--- config.mk ---
export PLATFORM = sky130hd
export DESIGN_NAME = usb_tx_encoder_flat
export DESIGN_NICKNAME = d
export VERILOG_FILES = /design/src/rtl/usb_tx_encoder_if.sv /design/src/rtl/usb_tx_encoder.sv /design/src/flat_wrapper.sv
export SDC_FILE = /design/constraint.sdc
export NUM_CORES = 1
export LEC_CHECK = 0
export BUFFER_PORTS_ARGS = -buffer_cell sky130_fd_sc_hd__buf_2
export CAP_MARGIN = 20
export CORE_MARGIN = 1
export CORE_UTILIZATION = 60
export DETAILED_ROUTE_END_ITERATION = 6
export PLACE_DENSITY_LB_ADDON = 0.08
export SLEW_MARGIN = 20
export SYNTH_ARGS = -nofsm -noshare
export SYNTH_HDL_FRONTEND = slang
export SYNTH_SLANG_ARGS = --single-unit
--- constraint.sdc ---
create_clock -name clk -period 3.8 [get_ports clk]
set_clock_uncertainty 0.05 [all_clocks]
set_input_delay 0.76 -clock clk [delete_from_list [all_inputs] [get_ports clk]]
set_output_delay 0.76 -clock clk [all_outputs]
set_load 0.03 [all_outputs]
--- src/rtl/usb_tx_encoder_if.sv ---
// usb_tx_encoder_if: byte handshake and pad-side signals of the USB transmit bit engine
interface usb_tx_encoder_if;
  logic       tx_start;
  logic [7:0] tx_data;
  logic       tx_valid;
  logic       tx_last;
  logic       tx_ready;
  logic       byte_sent;
  logic       tx_error;
  logic       busy;
  logic       dplus_out;
  logic       dminus_out;
  logic       tx_oe;
  modport master (
    output tx_start, tx_data, tx_valid, tx_last,
    input  tx_ready, byte_sent, tx_error, busy, dplus_out, dminus_out, tx_oe
  );
  modport slave (
    input  tx_start, tx_data, tx_valid, tx_last,
    output tx_ready, byte_sent, tx_error, busy, dplus_out, dminus_out, tx_oe
  );
endinterface

--- src/rtl/usb_tx_encoder.sv ---
// usb_tx_encoder: USB FS transmit bit engine (SYNC, LSB-first shift, NRZI, EOP); define USB_TX_STUFF_EN for bit stuffing
module usb_tx_encoder #(
  parameter int CLKS_PER_BIT = 8,
  parameter int STUFF_LEN    = 6
) (
  input logic              clk,
  input logic              rst,
  usb_tx_encoder_if.slave  bus
);
  localparam int TW = CLKS_PER_BIT > 1 ? $clog2(CLKS_PER_BIT) : 1;
  typedef enum logic [2:0] {IDLE, SYNC, DATA, EOP_SE0, EOP_J} state_t;
  state_t        state, state_nx;
  logic [TW-1:0] tmr, tmr_nx;
  logic [2:0]    idx, idx_nx;
  logic [7:0]    sr, sr_nx;
  logic          last, last_nx;
  logic          dp, dm, dp_nx, dm_nx;
  logic          ready, sent, err;
  logic          bnd, stuff, go_stuff;
  assign bnd            = tmr == TW'(CLKS_PER_BIT - 1);
  assign bus.busy       = state != IDLE;
  assign bus.tx_oe      = state != IDLE;
  assign bus.dplus_out  = dp;
  assign bus.dminus_out = dm;
  assign bus.tx_ready   = ready & ~rst;
  assign bus.byte_sent  = sent & ~rst;
  assign bus.tx_error   = err & ~rst;
`ifdef USB_TX_STUFF_EN
  logic [2:0] ones, cnt1;
  assign cnt1     = stuff ? 3'd0 : sr[0] ? ones + 3'd1 : 3'd0;
  assign go_stuff = cnt1 == 3'(STUFF_LEN);
  // ones run length and stuff-symbol flag, advanced at every SYNC/DATA bit boundary
  always_ff @(posedge clk)
    if (rst || state == IDLE) begin
      ones  <= 3'd0;
      stuff <= 1'b0;
    end else if (bnd && (state == SYNC || state == DATA)) begin
      ones  <= cnt1;
      stuff <= go_stuff;
    end
`else
  assign stuff    = 1'b0;
  assign go_stuff = 1'b0;
`endif
  // state, bit timer, shifter and registered line symbols
  always_ff @(posedge clk)
    if (rst) begin
      state <= IDLE;
      tmr   <= '0;
      idx   <= 3'd0;
      sr    <= 8'd0;
      last  <= 1'b0;
      dp    <= 1'b1;
      dm    <= 1'b0;
    end else begin
      state <= state_nx;
      tmr   <= tmr_nx;
      idx   <= idx_nx;
      sr    <= sr_nx;
      last  <= last_nx;
      dp    <= dp_nx;
      dm    <= dm_nx;
    end
  // next symbol selection: stuff toggle, next data bit, byte fetch or EOP
  always_comb begin
    state_nx = state;
    tmr_nx   = (state == IDLE || bnd) ? '0 : tmr + 1'b1;
    idx_nx   = idx;
    sr_nx    = sr;
    last_nx  = last;
    dp_nx    = dp;
    dm_nx    = dm;
    ready    = 1'b0;
    sent     = 1'b0;
    err      = 1'b0;
    case (state)
      IDLE: begin
        {dp_nx, dm_nx} = bus.tx_start ? 2'b01 : 2'b10;
        if (bus.tx_start) begin
          state_nx = SYNC;
          sr_nx    = 8'h80;
          idx_nx   = 3'd0;
          last_nx  = 1'b0;
        end
      end
      SYNC, DATA: if (bnd) begin
        sent = state == DATA && !stuff && idx == 3'd7;
        if (go_stuff)
          {dp_nx, dm_nx} = {dm, dp};
        else if (idx != 3'd7) begin
          sr_nx          = sr >> 1;
          idx_nx         = idx + 3'd1;
          {dp_nx, dm_nx} = sr[1] ? {dp, dm} : {dm, dp};
        end else if (state == DATA && last) begin
          state_nx       = EOP_SE0;
          idx_nx         = 3'd0;
          {dp_nx, dm_nx} = 2'b00;
        end else if (bus.tx_valid) begin
          ready          = 1'b1;
          state_nx       = DATA;
          sr_nx          = bus.tx_data;
          last_nx        = bus.tx_last;
          idx_nx         = 3'd0;
          {dp_nx, dm_nx} = bus.tx_data[0] ? {dp, dm} : {dm, dp};
        end else begin
          err            = 1'b1;
          state_nx       = EOP_SE0;
          idx_nx         = 3'd0;
          {dp_nx, dm_nx} = 2'b00;
        end
      end
      EOP_SE0: if (bnd) begin
        idx_nx = 3'd1;
        if (idx[0]) begin
          state_nx       = EOP_J;
          {dp_nx, dm_nx} = 2'b10;
        end
      end
      EOP_J: if (bnd) state_nx = IDLE;
      default: state_nx = IDLE;
    endcase
  end
endmodule
--- src/flat_wrapper.sv ---
// flat-port wrapper written by rule: the top's interface ports become plain ports
module usb_tx_encoder_flat 
#(
  parameter int CLKS_PER_BIT = 8,
  parameter int STUFF_LEN    = 6
)
  (clk, rst, bus_tx_start, bus_tx_data, bus_tx_valid, bus_tx_last, bus_tx_ready, bus_byte_sent, bus_tx_error, bus_busy, bus_dplus_out, bus_dminus_out, bus_tx_oe);
  usb_tx_encoder_if bus_i ();
  input logic clk;
  input logic rst;
  input wire logic [$bits(bus_i.tx_start)-1:0] bus_tx_start;
  input wire logic [$bits(bus_i.tx_data)-1:0] bus_tx_data;
  input wire logic [$bits(bus_i.tx_valid)-1:0] bus_tx_valid;
  input wire logic [$bits(bus_i.tx_last)-1:0] bus_tx_last;
  output wire logic [$bits(bus_i.tx_ready)-1:0] bus_tx_ready;
  output wire logic [$bits(bus_i.byte_sent)-1:0] bus_byte_sent;
  output wire logic [$bits(bus_i.tx_error)-1:0] bus_tx_error;
  output wire logic [$bits(bus_i.busy)-1:0] bus_busy;
  output wire logic [$bits(bus_i.dplus_out)-1:0] bus_dplus_out;
  output wire logic [$bits(bus_i.dminus_out)-1:0] bus_dminus_out;
  output wire logic [$bits(bus_i.tx_oe)-1:0] bus_tx_oe;
  assign bus_i.tx_start = bus_tx_start;
  assign bus_i.tx_data = bus_tx_data;
  assign bus_i.tx_valid = bus_tx_valid;
  assign bus_i.tx_last = bus_tx_last;
  assign bus_tx_ready = bus_i.tx_ready;
  assign bus_byte_sent = bus_i.byte_sent;
  assign bus_tx_error = bus_i.tx_error;
  assign bus_busy = bus_i.busy;
  assign bus_dplus_out = bus_i.dplus_out;
  assign bus_dminus_out = bus_i.dminus_out;
  assign bus_tx_oe = bus_i.tx_oe;
  usb_tx_encoder #(.CLKS_PER_BIT(CLKS_PER_BIT), .STUFF_LEN(STUFF_LEN)) u_core (.clk(clk), .rst(rst), .bus(bus_i));
endmodule
# == Word-level counts from Yosys, hierarchy flattened ==
# Cells that the tools add are included.
# totals
register_bits,20
latchBits,0
mem_bits_rw,0
mem_bits_ro,0
output_inout_bits,7
memories,0
# classes
addsub,2
multipliers,0
div_mod_pow,0
n_lt_le_gt_ge,0
n_eq_ne,19
n_shift,0
mux,55
n_bitwise,4
n_reduce_logical,14
# op_table
op,count
$mux W8,5
$mux W3,11
$mux W1,30
$reduce_and A6 Y1,3
$pmux W8 S2,1
$pmux W3 S4,1
$eq A3 B3 Y1 const B,3
$pmux W3 S3,1
$ne A2 B1 Y1 const B,4
$ne A2 B2 Y1 const B,4
$add A3 B1 Y3 const B,2
$eq A3 B2 Y1 const B,2
$mux W2,3
$ne A3 B2 Y1 const B,2
$ne A3 B3 Y1 const B,2
$pmux W1 S3,2
$reduce_bool A3 Y1,2
$ne A5 B3 Y1 const B,1
$reduce_and A5 Y1,1
$reduce_and A4 Y1,1
$reduce_or A2 Y1,2
$and A1 B1 Y1,3
$eq A3 B1 Y1 const B,1
$logic_not A3 Y1,1
5 further kinds,6

# == Longest topological paths before layout ==
# depth
word_depth,7
ltp_mapped,8
ltp_nobuf,6

# == Worst setup path after synthesis ==
# Ideal clock, no wire load.
# synth_timing
path_kind,flip-flop to output port
start,register u_core.idx[0]
end,output port bus_byte_sent
arrival_time_ns,2.345
t_required_ns,2.990
setup_slack_ns,0.645
path_stages_with_launch,7
path_buffers,2
cell_sequence,dfxtp_1 > ha_1 > ha_1 > clkbuf_1 > buf_2 > nand2_1 > nor4b_1
# synth_between
elab_chain_len,5
# synth_rtl
item,line_no,source
start: declaration,usb_tx_encoder.sv:14,"logic [2:0] idx, idx_nx;"
start signal: assignment,usb_tx_encoder.sv:58,idx <= idx_nx;
$eq A3 B3 Y1,usb_tx_encoder.sv:87,sent = state == DATA && !stuff && idx == 3'd7;
$logic_and A1 B1 Y1,usb_tx_encoder.sv:87,
$mux W1,usb_tx_encoder.sv:86,"SYNC, DATA: if (bnd) begin"
$mux W1,usb_tx_encoder.sv:76,case (state)
$and A1 B1 Y1,usb_tx_encoder.sv:26,assign bus.byte_sent = sent & ~rst;
end: declaration,flat_wrapper.sv:16,output wire logic [$bits(bus_i.byte_sent)-1:0] bus_byte_sent;
# No other way between the ends.

# == Worst setup path after layout ==
# layout_timing
start,register u_core.state[1]
end,output port bus_tx_error
# layout_between
elab_chain_len,7
elab_cells_between_ends,9
cone_classes,eq/ne: 2; mux: 4; bitwise: 1; reduce/logical: 2
# layout_rtl
item,line_no,source
start: declaration,usb_tx_encoder.sv:12,"state_t state, state_nx;"
start signal: assignment,usb_tx_encoder.sv:56,state <= state_nx;
$eq A3 B2 Y1,"usb_tx_encoder.sv:76, usb_tx_encoder.sv:94",
$logic_and A1 B1 Y1,usb_tx_encoder.sv:94,end else if (state == DATA && last) begin
$mux W1,usb_tx_encoder.sv:94,
$mux W1,usb_tx_encoder.sv:90,else if (idx != 3'd7) begin
$mux W1,usb_tx_encoder.sv:86,
$mux W1 (*),usb_tx_encoder.sv:76,
$and A1 B1 Y1 (*),usb_tx_encoder.sv:27,assign bus.tx_error = err & ~rst;
end: declaration,flat_wrapper.sv:17,output wire logic [$bits(bus_i.tx_error)-1:0] bus_tx_error;
# Every way passes the cells marked *; elsewhere a longest branch is shown, timed or not.

==> summary.md <==
| Metric | Value |
|---|---|
| Syn nets | ~170 |
| Vias | ~1,200 |
| Final Max Slew Viols | 0 |
| Number of global-route vias before repair | roughly 1,000 |
| DRT Pass-1 Iters | 4 |
| CTS tree | yes |
| Setup Buffers After CTS | 0 |
| Setup crit start kind | flop |
| #FFs+latches synth | 19 |
| CP peak stage delay | 0.80 ns |
| DRC | 0 |
| WHS | a little under 0.4 ns |
| Peak VDD IR | 0.190 mV |
| CP max stage cell | dfxtp_1 |
| Critical path class | reg2out |
| Initial Util | 0.648 |
| Root Driver | clkbuf_4 |
| Tmin final | just over 3 ns |
| Hold_buf cts | 0 |
| Post-Syn Area per Cell | a little over 8 um2 |
| Fraction of the cycle the final worst path needs | 0.804 |
| Yosys warning total | 0 |
| Async S/R FF share, synth | 0 |
| Ratio of cells with drive above 1 in the final layout | 0.199 |
| Sequential power share | 0.552 |
| Num CTS Buffers | 3 |
| Antenna diode instance count | 0 |
| Global Route Usage Sum | 0.241 |
| PostCTS Resize Cnt | 0 |
| Crit path required time | between 2 and 3 ns |
| Sequential area share after synthesis | 0.293 |
| Synth unique cells | 48 |
| Fmax | between 300 and 400 MHz |
| Hold Crit Class | reg2reg |
| Max_cap viols | 0 |
| Synthesis-to-finish area growth | 6.85% |
| Max FO, Critical Path | 22 |
| Arr. time, crit path | between 2 and 2.5 ns |
| Largest net degree at the start of global routing | 24 |
| Comb power frac | 0.197 |
| Mapped Area | roughly 0.0013 mm2 |
| Post-DP HPWL | around 1900 um |
| Worst Setup End Kind | primary output |
| # rows | 16 |
| Clock tree buffer depth | 2 |
| Max-slew headroom | 0.518 |
| Hold Vio Cnt, Final | 0 |
| Clock sink count | 19 |
| DR iter-0 viols | 46 |
| Initial antenna violation count | 0 |
| Critical path cell sequence | xnor2_1 -> nor3_2 -> nor4b_1 -> buf_2 |
| First-pass GRT wire length | around 4500 um |
| Number of H-tree levels | 1 |
| Final Cell Area | roughly 0.0014 mm2 |
| Pleak | a little under 0.6 nW |
| Switching share of power | 0.289 |
| WHS Path Cells | 1 |
| Die height | 48.5 um |
| Port buffer count | 19 |
| WP buf/inv | 1 |
| Main synth FF type | dfxtp_1 |
| # nets final | between 150 and 200 |
| Gr ovfl total | 0 |
| Horiz. Die Dim | between 40 and 50 um |
| Drt via density | 5.99 |
| Placed cell areas | approximately 0.0014 mm2 |
| Core area | 0.00200 mm2 |
| Power Density | 285 mW/mm2 |
| Status | finished, final reports clean |
| Setup violators final | 0 |
| GP Congestion | 0.859 |
| Slew at the pin with the worst max-slew slack | a little over 0.7 ns |
| DR WL/cell | roughly 14 um |
| Final wirelength | 2630 um |
| Final setup TNS | 0 ns |
| Stages on worst setup path | 4 |
| ANT nets after route | 0 |
| RSZ-0062 raised after global routing | no |
| Clock power share | 0.250 |
| Pint | 0.000281 W |
| Clk_lat worst skew | roughly 0.29 ns |
| CP top delay family | flip-flops |
| Overall power | 0.000395 W |
| Fin util | 0.693 |
| Cell count after synthesis | ~160 |
| Clock Pin Slew Worst Setup and Hold Paths | 0.10 ns |
| NetSw | 0.000114 W |
| Die outline area | around 0.0024 mm2 |
| Post-synth EDFFs | 0 |
| R2R depth | 4 |
| IO Pins | 20 |
==> flip-flops by register name (all words and copies together) (netlist names) <==
signal,cells
u_core.sr,7
u_core.idx,3
u_core.state,3
u_core.tmr,3
u_core.bus.dminus_out,1
u_core.bus.dplus_out,1
u_core.last,1
==> power groups by stage <==
stage               Clock (W)  Sequential (W)  Combinational (W)
floorplan                   0        0.000221          0.0000607
global placement            0        0.000222          0.0000758
detailed placement          0        0.000223          0.0000775
CTS                  0.000103        0.000218          0.0000780
global route         0.000109        0.000220          0.0000859
finish              0.0000988        0.000218          0.0000779
==> final cells by class <==
type / instances / area [um2]
tap: 27 / 33.8
fill: 179 / 616
multi-input combinational: 117 / 821
inverter: 6 / 22.5
clock buffer: 4 / 26.3
timing repair buffer: 20 / 103
sequential: 19 / 380
==> cells by family (layout without fill, tap and decap cells) <==
logic type      after synthesis  after routing  share of synthesized area
fa+ha+maj                     4              4                     0.0386
buf+inv                      20             30                     0.0743
compound gates               33             33                      0.178
xor+xnor                      1              1                    0.00675
flops                        19             19                      0.293
mux                          17             17                      0.138
simple gates                 62             62                      0.271
==> through the flow <==
step / setup WS [ns] / instances
global route: 0.538 / 193
finish: 0.744 / 193
floorplan: 0.645 / 156
detailed placement: 1.05 / 189
CTS: 0.748 / 193
global placement: 1.13 / 189
==> cells in the mapped netlist (3+ instances only) <==
| library cell | number | area (um2) |
|---|---|---|
| dfxtp_1 | 19 | 380 |
| nand2_1 | 11 | 41.3 |
| nand2b_1 | 11 | 68.8 |
| mux2i_1 | 10 | 100 |
| buf_2 | 8 | 40.0 |
| a21oi_1 | 7 | 35.0 |
| nor2_1 | 7 | 26.3 |
| nor3_1 | 7 | 35.0 |
| mux2_2 | 6 | 67.6 |
| nor2b_1 | 6 | 37.5 |
| o21ai_1 | 6 | 30.0 |
| inv_1 | 5 | 18.8 |
| clkbuf_1 | 4 | 15.0 |
| ha_1 | 4 | 50.1 |
| nand3_1 | 3 | 15.0 |
| o21ai_0 | 3 | 15.0 |
==> cell usage in the layout, fill, tap and decap left out, types with 2 or more instances in the layout <==
cell type	count
a211o_1	2
a21oi_1	7
a31oi_1	2
and2_1	2
and3_1	2
buf_2	19
clkbuf_4	3
dfxtp_1	19
ha_1	4
inv_1	5
mux2_2	6
mux2i_1	10
nand2_1	11
nand2b_1	11
nand3_1	3
nor2_1	7
nor2b_1	6
nor3_1	7
nor3b_1	2
nor4_1	2
nor4b_1	2
o21ai_0	3
o21ai_1	6
==> final timing paths <==
kind                                                   start                   endpoint  slack [ns]
worst min-delay path                u_core.tmr[0]$_SDFF_PP0_   u_core.tmr[0]$_SDFF_PP0_        0.39
worst max register to register  u_core.state[1]$_SDFFE_PP0P_  u_core.sr[4]$_SDFFE_PP0P_        1.62
worst min register to register      u_core.tmr[0]$_SDFF_PP0_   u_core.tmr[0]$_SDFF_PP0_        0.39
worst max-delay path            u_core.state[1]$_SDFFE_PP0P_               bus_tx_error        0.74
==> layer usage <==
| layer | global-route usage | share of wire | vias up | routed length (um) |
|---|---|---|---|---|
| met5 | 0 | 0 | - | 0 |
| met4 | 0.0539 | 0.0034 | 0 | 9 |
| met3 | 0.0314 | 0.052 | 2 | 136 |
| met2 | 0.411 | 0.48 | 33 | 1270 |
| met1 | 0.325 | 0.46 | 542 | 1210 |
| li1 | - | - | 579 | - |
(Power assumes the default switching activity.)
